### src/rtl/txn_out_arbiter.sv
// Packet-atomic two-source AXI-Stream arbiter: a source is locked one cycle after it shows valid, data appears two cycles after that valid, with one IDLE bubble between packets.
// Backpressure: m_tready feeds s*_tready combinationally through the single output slice; MMIO may win only STARVE_LIMIT times in a row while DMA waits.
module txn_out_arbiter #(
    parameter int DATA_BITS    = 512,
    parameter int KEEP_WIDTH   = DATA_BITS / 8,
    parameter int STARVE_LIMIT = 4,
    parameter int CNT_WIDTH    = 32
) (
    input  logic                  aclk,
    input  logic                  aresetn,

    input  logic [DATA_BITS-1:0]  s0_tdata,
    input  logic [KEEP_WIDTH-1:0] s0_tkeep,
    input  logic                  s0_tlast,
    input  logic                  s0_tuser,
    input  logic                  s0_tvalid,
    output logic                  s0_tready,

    input  logic [DATA_BITS-1:0]  s1_tdata,
    input  logic [KEEP_WIDTH-1:0] s1_tkeep,
    input  logic                  s1_tlast,
    input  logic                  s1_tuser,
    input  logic                  s1_tvalid,
    output logic                  s1_tready,

    output logic [DATA_BITS-1:0]  m_tdata,
    output logic [KEEP_WIDTH-1:0] m_tkeep,
    output logic                  m_tlast,
    output logic                  m_tuser,
    output logic                  m_tvalid,
    input  logic                  m_tready,

    output logic                  grant_mmio,
    output logic                  grant_dma,
    output logic [CNT_WIDTH-1:0]  mmio_pkt_cnt,
    output logic [CNT_WIDTH-1:0]  dma_pkt_cnt
);

    localparam int SW = $clog2(STARVE_LIMIT + 1);
    localparam logic [SW-1:0] LIMIT = SW'(STARVE_LIMIT);

    typedef enum logic [1:0] {
        IDLE  = 2'd0,
        LOCK0 = 2'd1,
        LOCK1 = 2'd2
    } state_t;

    typedef struct packed {
        logic [DATA_BITS-1:0]  tdata;
        logic [KEEP_WIDTH-1:0] tkeep;
        logic                  tlast;
        logic                  tuser;
    } beat_t;

    state_t          state;
    state_t          state_nxt;
    logic [SW-1:0]   streak;
    beat_t           out_beat;
    beat_t           in_beat;
    logic            slot_free;
    logic            acc0;
    logic            acc1;
    logic            acc;

    assign slot_free = ~m_tvalid | m_tready;
    assign acc0      = s0_tvalid & s0_tready;
    assign acc1      = s1_tvalid & s1_tready;
    assign acc       = acc0 | acc1;

    // State register
    always_ff @(posedge aclk) begin
        if (!aresetn) begin
            state <= IDLE;
        end else begin
            state <= state_nxt;
        end
    end

    // Next-state logic
    always_comb begin
        state_nxt = state;
        case (state)
            IDLE: begin
                if (s0_tvalid && s1_tvalid) begin
                    state_nxt = (streak >= LIMIT) ? LOCK1 : LOCK0;
                end else if (s0_tvalid) begin
                    state_nxt = LOCK0;
                end else if (s1_tvalid) begin
                    state_nxt = LOCK1;
                end
            end
            LOCK0:   if (acc0 && s0_tlast) state_nxt = IDLE;
            LOCK1:   if (acc1 && s1_tlast) state_nxt = IDLE;
            default: state_nxt = IDLE;
        endcase
    end

    // Output logic
    always_comb begin
        s0_tready  = (state == LOCK0) & slot_free;
        s1_tready  = (state == LOCK1) & slot_free;
        grant_mmio = (state == LOCK0);
        grant_dma  = (state == LOCK1);
        in_beat    = acc1 ? beat_t'{s1_tdata, s1_tkeep, s1_tlast, s1_tuser}
                          : beat_t'{s0_tdata, s0_tkeep, s0_tlast, s0_tuser};
    end

    // Only MMIO wins taken while DMA was also waiting count towards starvation
    always_ff @(posedge aclk) begin
        if (!aresetn) begin
            streak <= '0;
        end else if (state == IDLE) begin
            if (state_nxt == LOCK1) begin
                streak <= '0;
            end else if (state_nxt == LOCK0 && s1_tvalid && streak < LIMIT) begin
                streak <= streak + SW'(1);
            end
        end
    end

    always_ff @(posedge aclk) begin
        if (!aresetn) begin
            out_beat <= '0;
            m_tvalid <= 1'b0;
        end else if (acc) begin
            out_beat <= in_beat;
            m_tvalid <= 1'b1;
        end else if (m_tready) begin
            m_tvalid <= 1'b0;
        end
    end

    assign m_tdata = out_beat.tdata;
    assign m_tkeep = out_beat.tkeep;
    assign m_tlast = out_beat.tlast;
    assign m_tuser = out_beat.tuser;

    always_ff @(posedge aclk) begin
        if (!aresetn) begin
            mmio_pkt_cnt <= '0;
            dma_pkt_cnt  <= '0;
        end else begin
            if (acc0 && s0_tlast) mmio_pkt_cnt <= mmio_pkt_cnt + CNT_WIDTH'(1);
            if (acc1 && s1_tlast) dma_pkt_cnt  <= dma_pkt_cnt + CNT_WIDTH'(1);
        end
    end

endmodule

### config.mk
export PLATFORM = sky130hd
export DESIGN_NAME = txn_out_arbiter
export DESIGN_NICKNAME = d
export VERILOG_FILES = /design/src/rtl/txn_out_arbiter.sv
export SDC_FILE = /design/constraint.sdc
export NUM_CORES = 2
export LEC_CHECK = 0
export CORE_AREA = 2 2 706 708
export DETAILED_ROUTE_END_ITERATION = 12
export DIE_AREA = 0 0 708 710
export GPL_TIMING_DRIVEN = 0
export PLACE_DENSITY = 0.3
export SLEW_MARGIN = 10
export SYNTH_ARGS = -nofsm -noshare
export SYNTH_HDL_FRONTEND = slang
export SYNTH_SLANG_ARGS = --single-unit
### constraint.sdc
create_clock -name aclk -period 6.05 [get_ports aclk]
set_clock_uncertainty 0.15 [all_clocks]
set_input_delay 1.21 -clock aclk [delete_from_list [all_inputs] [get_ports aclk]]
set_output_delay 1.21 -clock aclk [all_outputs]
set_load 0.02 [all_outputs]
==> metrics.cfg <==
[logic_synthesis]
yosys.area_share.simple=0.2778
synth_top_cell_area_share=0.4622
synth-compound-area-share=0.1953
synth_xor_xnor_area_share=0.002184
avgSynthCellArea_um2=7.692
netlist_area_um2=28070
ys_seq_area_frac=0.4622
yosysTopAreaCell=dfxtp_1
synth_cells=3649
yosys_register_bits=648
yosys_warnings=0
ys_top_cells_by_area=dfxtp_1, a311oi_1, nand2_1
synth_top_family_by_area=simple AND/OR/NAND/NOR gates
synth_mux_area_frac=0.008915
ys_async_sr_fraction=0
synthAdderAreaFrac=0.001783
synth_cell_types=40
syn_nets=4814
synth_edf_count=0
ys.flop_type=dfxtp_1

[floorplanning]
start_util=0.05665
die-width_um=708
die_area_um2=502700
die_h_um=710
rows=259
coreArea_um2=495500
io_pins=1808

[place]
place_congestion=0.9814
dp_hpwl_mm=380.9
place_area_um2=54410
placed_cells=11983
port_buffers=1806

[detailed_routing]
wirelength_mm=425.0
drt_iter0_drc=3683
drtAntennaViolNets=0
drt-vias-per-instance=3.215
dr.pass1.iters=6
wire_per_inst_um=34.64
num_vias=39439
post-route-drc-count=0

[sta]
fmax_mhz=186.5
finalHoldViolations=0
worstMarginPinSlew_ps=1264
finalCritPeriodShare=0.8863
finalSetupTns_ps=0
rsz0062_at_grt=no
final-setup-viol-count=0
slew_viol_final=0
maxSlewHeadroom=0.1545
fin_crit_ps=5362

[finish]
final_common_cell=clkdlybuf4s50_1
most-common-layout-cells=clkdlybuf4s50_1, nand2_1, dfxtp_1
layout-drive-gt1-share=0.04634
final_area_um2=57870
fin_nets=6725
syn_to_final_growth_pct=106.2
fillCellCount=57088
instances_no_fill=12268

[hold_path]
min_from=dma_pkt_cnt[31]$_SDFFE_PN0P_
hp-class=reg2reg
whs_path_depth=2
hold_end=dma_pkt_cnt[31]$_SDFFE_PN0P_

[global_routing]
antenna_found_initial=343
grt_max_degree=15
grt_pass1_wl_mm=507.3
grt_pass1_vias=37794
grt.overflow.total=0
groute.usage.overall=0.1609

[worst_setup_path]
cp_max_fo=11
worstSetupStartpointType=primary input
required_ps=6490
rr_worst_depth=7
endpoint_kind=flip-flop
rrSetupSlack_ps=1400
crit_chain=clkdlybuf4s50_1 > and3b_1 > o21a_1 > buf_2 > buf_4 > buf_2 > buf_1 > a311oi_1
crit_arrival_ps=5800
cp_common_cell=buf_2
critPathKind=in2reg
timing.rr.start=state[1]$_SDFF_PN0_
r2r_end=m_tdata[511]$_SDFFE_PN0P_
crit_path_top_delay_cell=buf_1
slowest_delay_ps=950

[cts]
cts_sinks=648
hold_buffers=0
ctsLongestPathBuffers=4
cts_setup_buffers=0
htreeDepth=3
clk_pin_slew_worst_paths_ps=60
clock_latency_ps=820
cts_resized=0
cts_tree=yes
clockRootBuffer=clkbuf_16
cts_buffers=100

[power_and_ir_drop]
ir_drop_mv=0.2165
powerDensity_nw_per_um2=263.0
leakage_nw=18.49

[status]
status=complete, no violations

[run]
max-cap-violations=0

## layout make-up
| cell class | instances | area, um2 | share of cell area |
|---|---|---|---|
| clock buffer | 147 | 2899 | 0.05009 |
| clock inverter | 27 | 304.0 | 0.005254 |
| tap | 6525 | 8164 | 0.1411 |
| sequential | 648 | 12970 | 0.2242 |
| inverter | 11 | 41.29 | 0.0007135 |
| antenna | 111 | 277.8 | 0.004800 |
| multi-input combinational | 2644 | 13650 | 0.2358 |
| timing repair buffer | 1809 | 18140 | 0.3134 |
| buffer | 346 | 1431 | 0.02473 |
## sequential cells by signal, indices dropped and copies added, names as in the netlist
signal	count
m_tuser	1
state	2
m_tkeep	64
m_tdata	512
m_tlast	1
mmio_pkt_cnt	32
m_tvalid	1
streak	3
dma_pkt_cnt	32
## power breakdown
part	internal (W)	switching, W
Clock	0.00351	0.00257
Combinational	0.00171	0.00248
Sequential	0.00466	0.000297
## cell families after synthesis
| group | count (synthesis) |
|---|---|
| AND/OR/NAND/NOR | 1959 |
| AO/OA/AOI/OAI | 649 |
| flip-flops | 648 |
| buffers and inverters | 357 |
| multiplexers | 25 |
| XOR/XNOR | 7 |
| adder cells (fa/ha/maj) | 4 |
## routing by layer
| layer | global-route usage | vias up | part of all wire | wire, um |
|---|---|---|---|---|
| met2 | 0.2518 | 2176 | 0.44 | 186300 |
| li1 | - | 16832 | - | - |
| met1 | 0.1925 | 19559 | 0.40 | 171600 |
| met4 | 0.04879 | 188 | 0.036 | 15500 |
| met5 | 0 | - | 0.0030 | 1256 |
| met3 | 0.07916 | 684 | 0.12 | 50320 |
## how the worst max path moves through the flow
stage | startpoint | to | slack, ps
after floorplan | m_tready | s1_tready | 2860
after global placement | m_tready | m_tdata[460]$_SDFFE_PN0P_ | -960
after detailed placement | s1_tvalid | m_tdata[459]$_SDFFE_PN0P_ | -430
after CTS | s1_tvalid | m_tdata[459]$_SDFFE_PN0P_ | 470
after global routing | s1_tvalid | m_tdata[511]$_SDFFE_PN0P_ | 460
final | s1_tvalid | m_tdata[511]$_SDFFE_PN0P_ | 690
## synthesized netlist by cell type (all sizes together) (11+ instances only)
cell type and number:
nand2 1204, dfxtp 648, nor2 591, a311oi 577, clkbuf 232, buf 114
a21oi 33, nand2b 28, nor4 27, mux2i 25, nand3 25, nand4 20
or4 17, o31ai 15, o21ai 13, and4 11, inv 11, or3 11
## stage by stage
stage	utilization	hold slack, ps	power [W]	worst slack [ps]
after floorplan	-	298.6	0.006367	2859
after global placement	0.1096	316.6	0.009292	-957.2
after detailed placement	0.1098	315.0	0.009302	-427.4
after CTS	0.1163	336.2	0.01554	474.9
after global routing	0.1164	358.1	0.01582	463.4
final	0.1168	333.5	0.01522	687.8
## critical path: cells and delay by family
kind / cells / cell delay [ps]
buffers and inverters: 5 / 3750
AOI/OAI and AO/OA: 2 / 360
and+or+nand+nor: 1 / 360
Power figures use the tool's default switching activity.
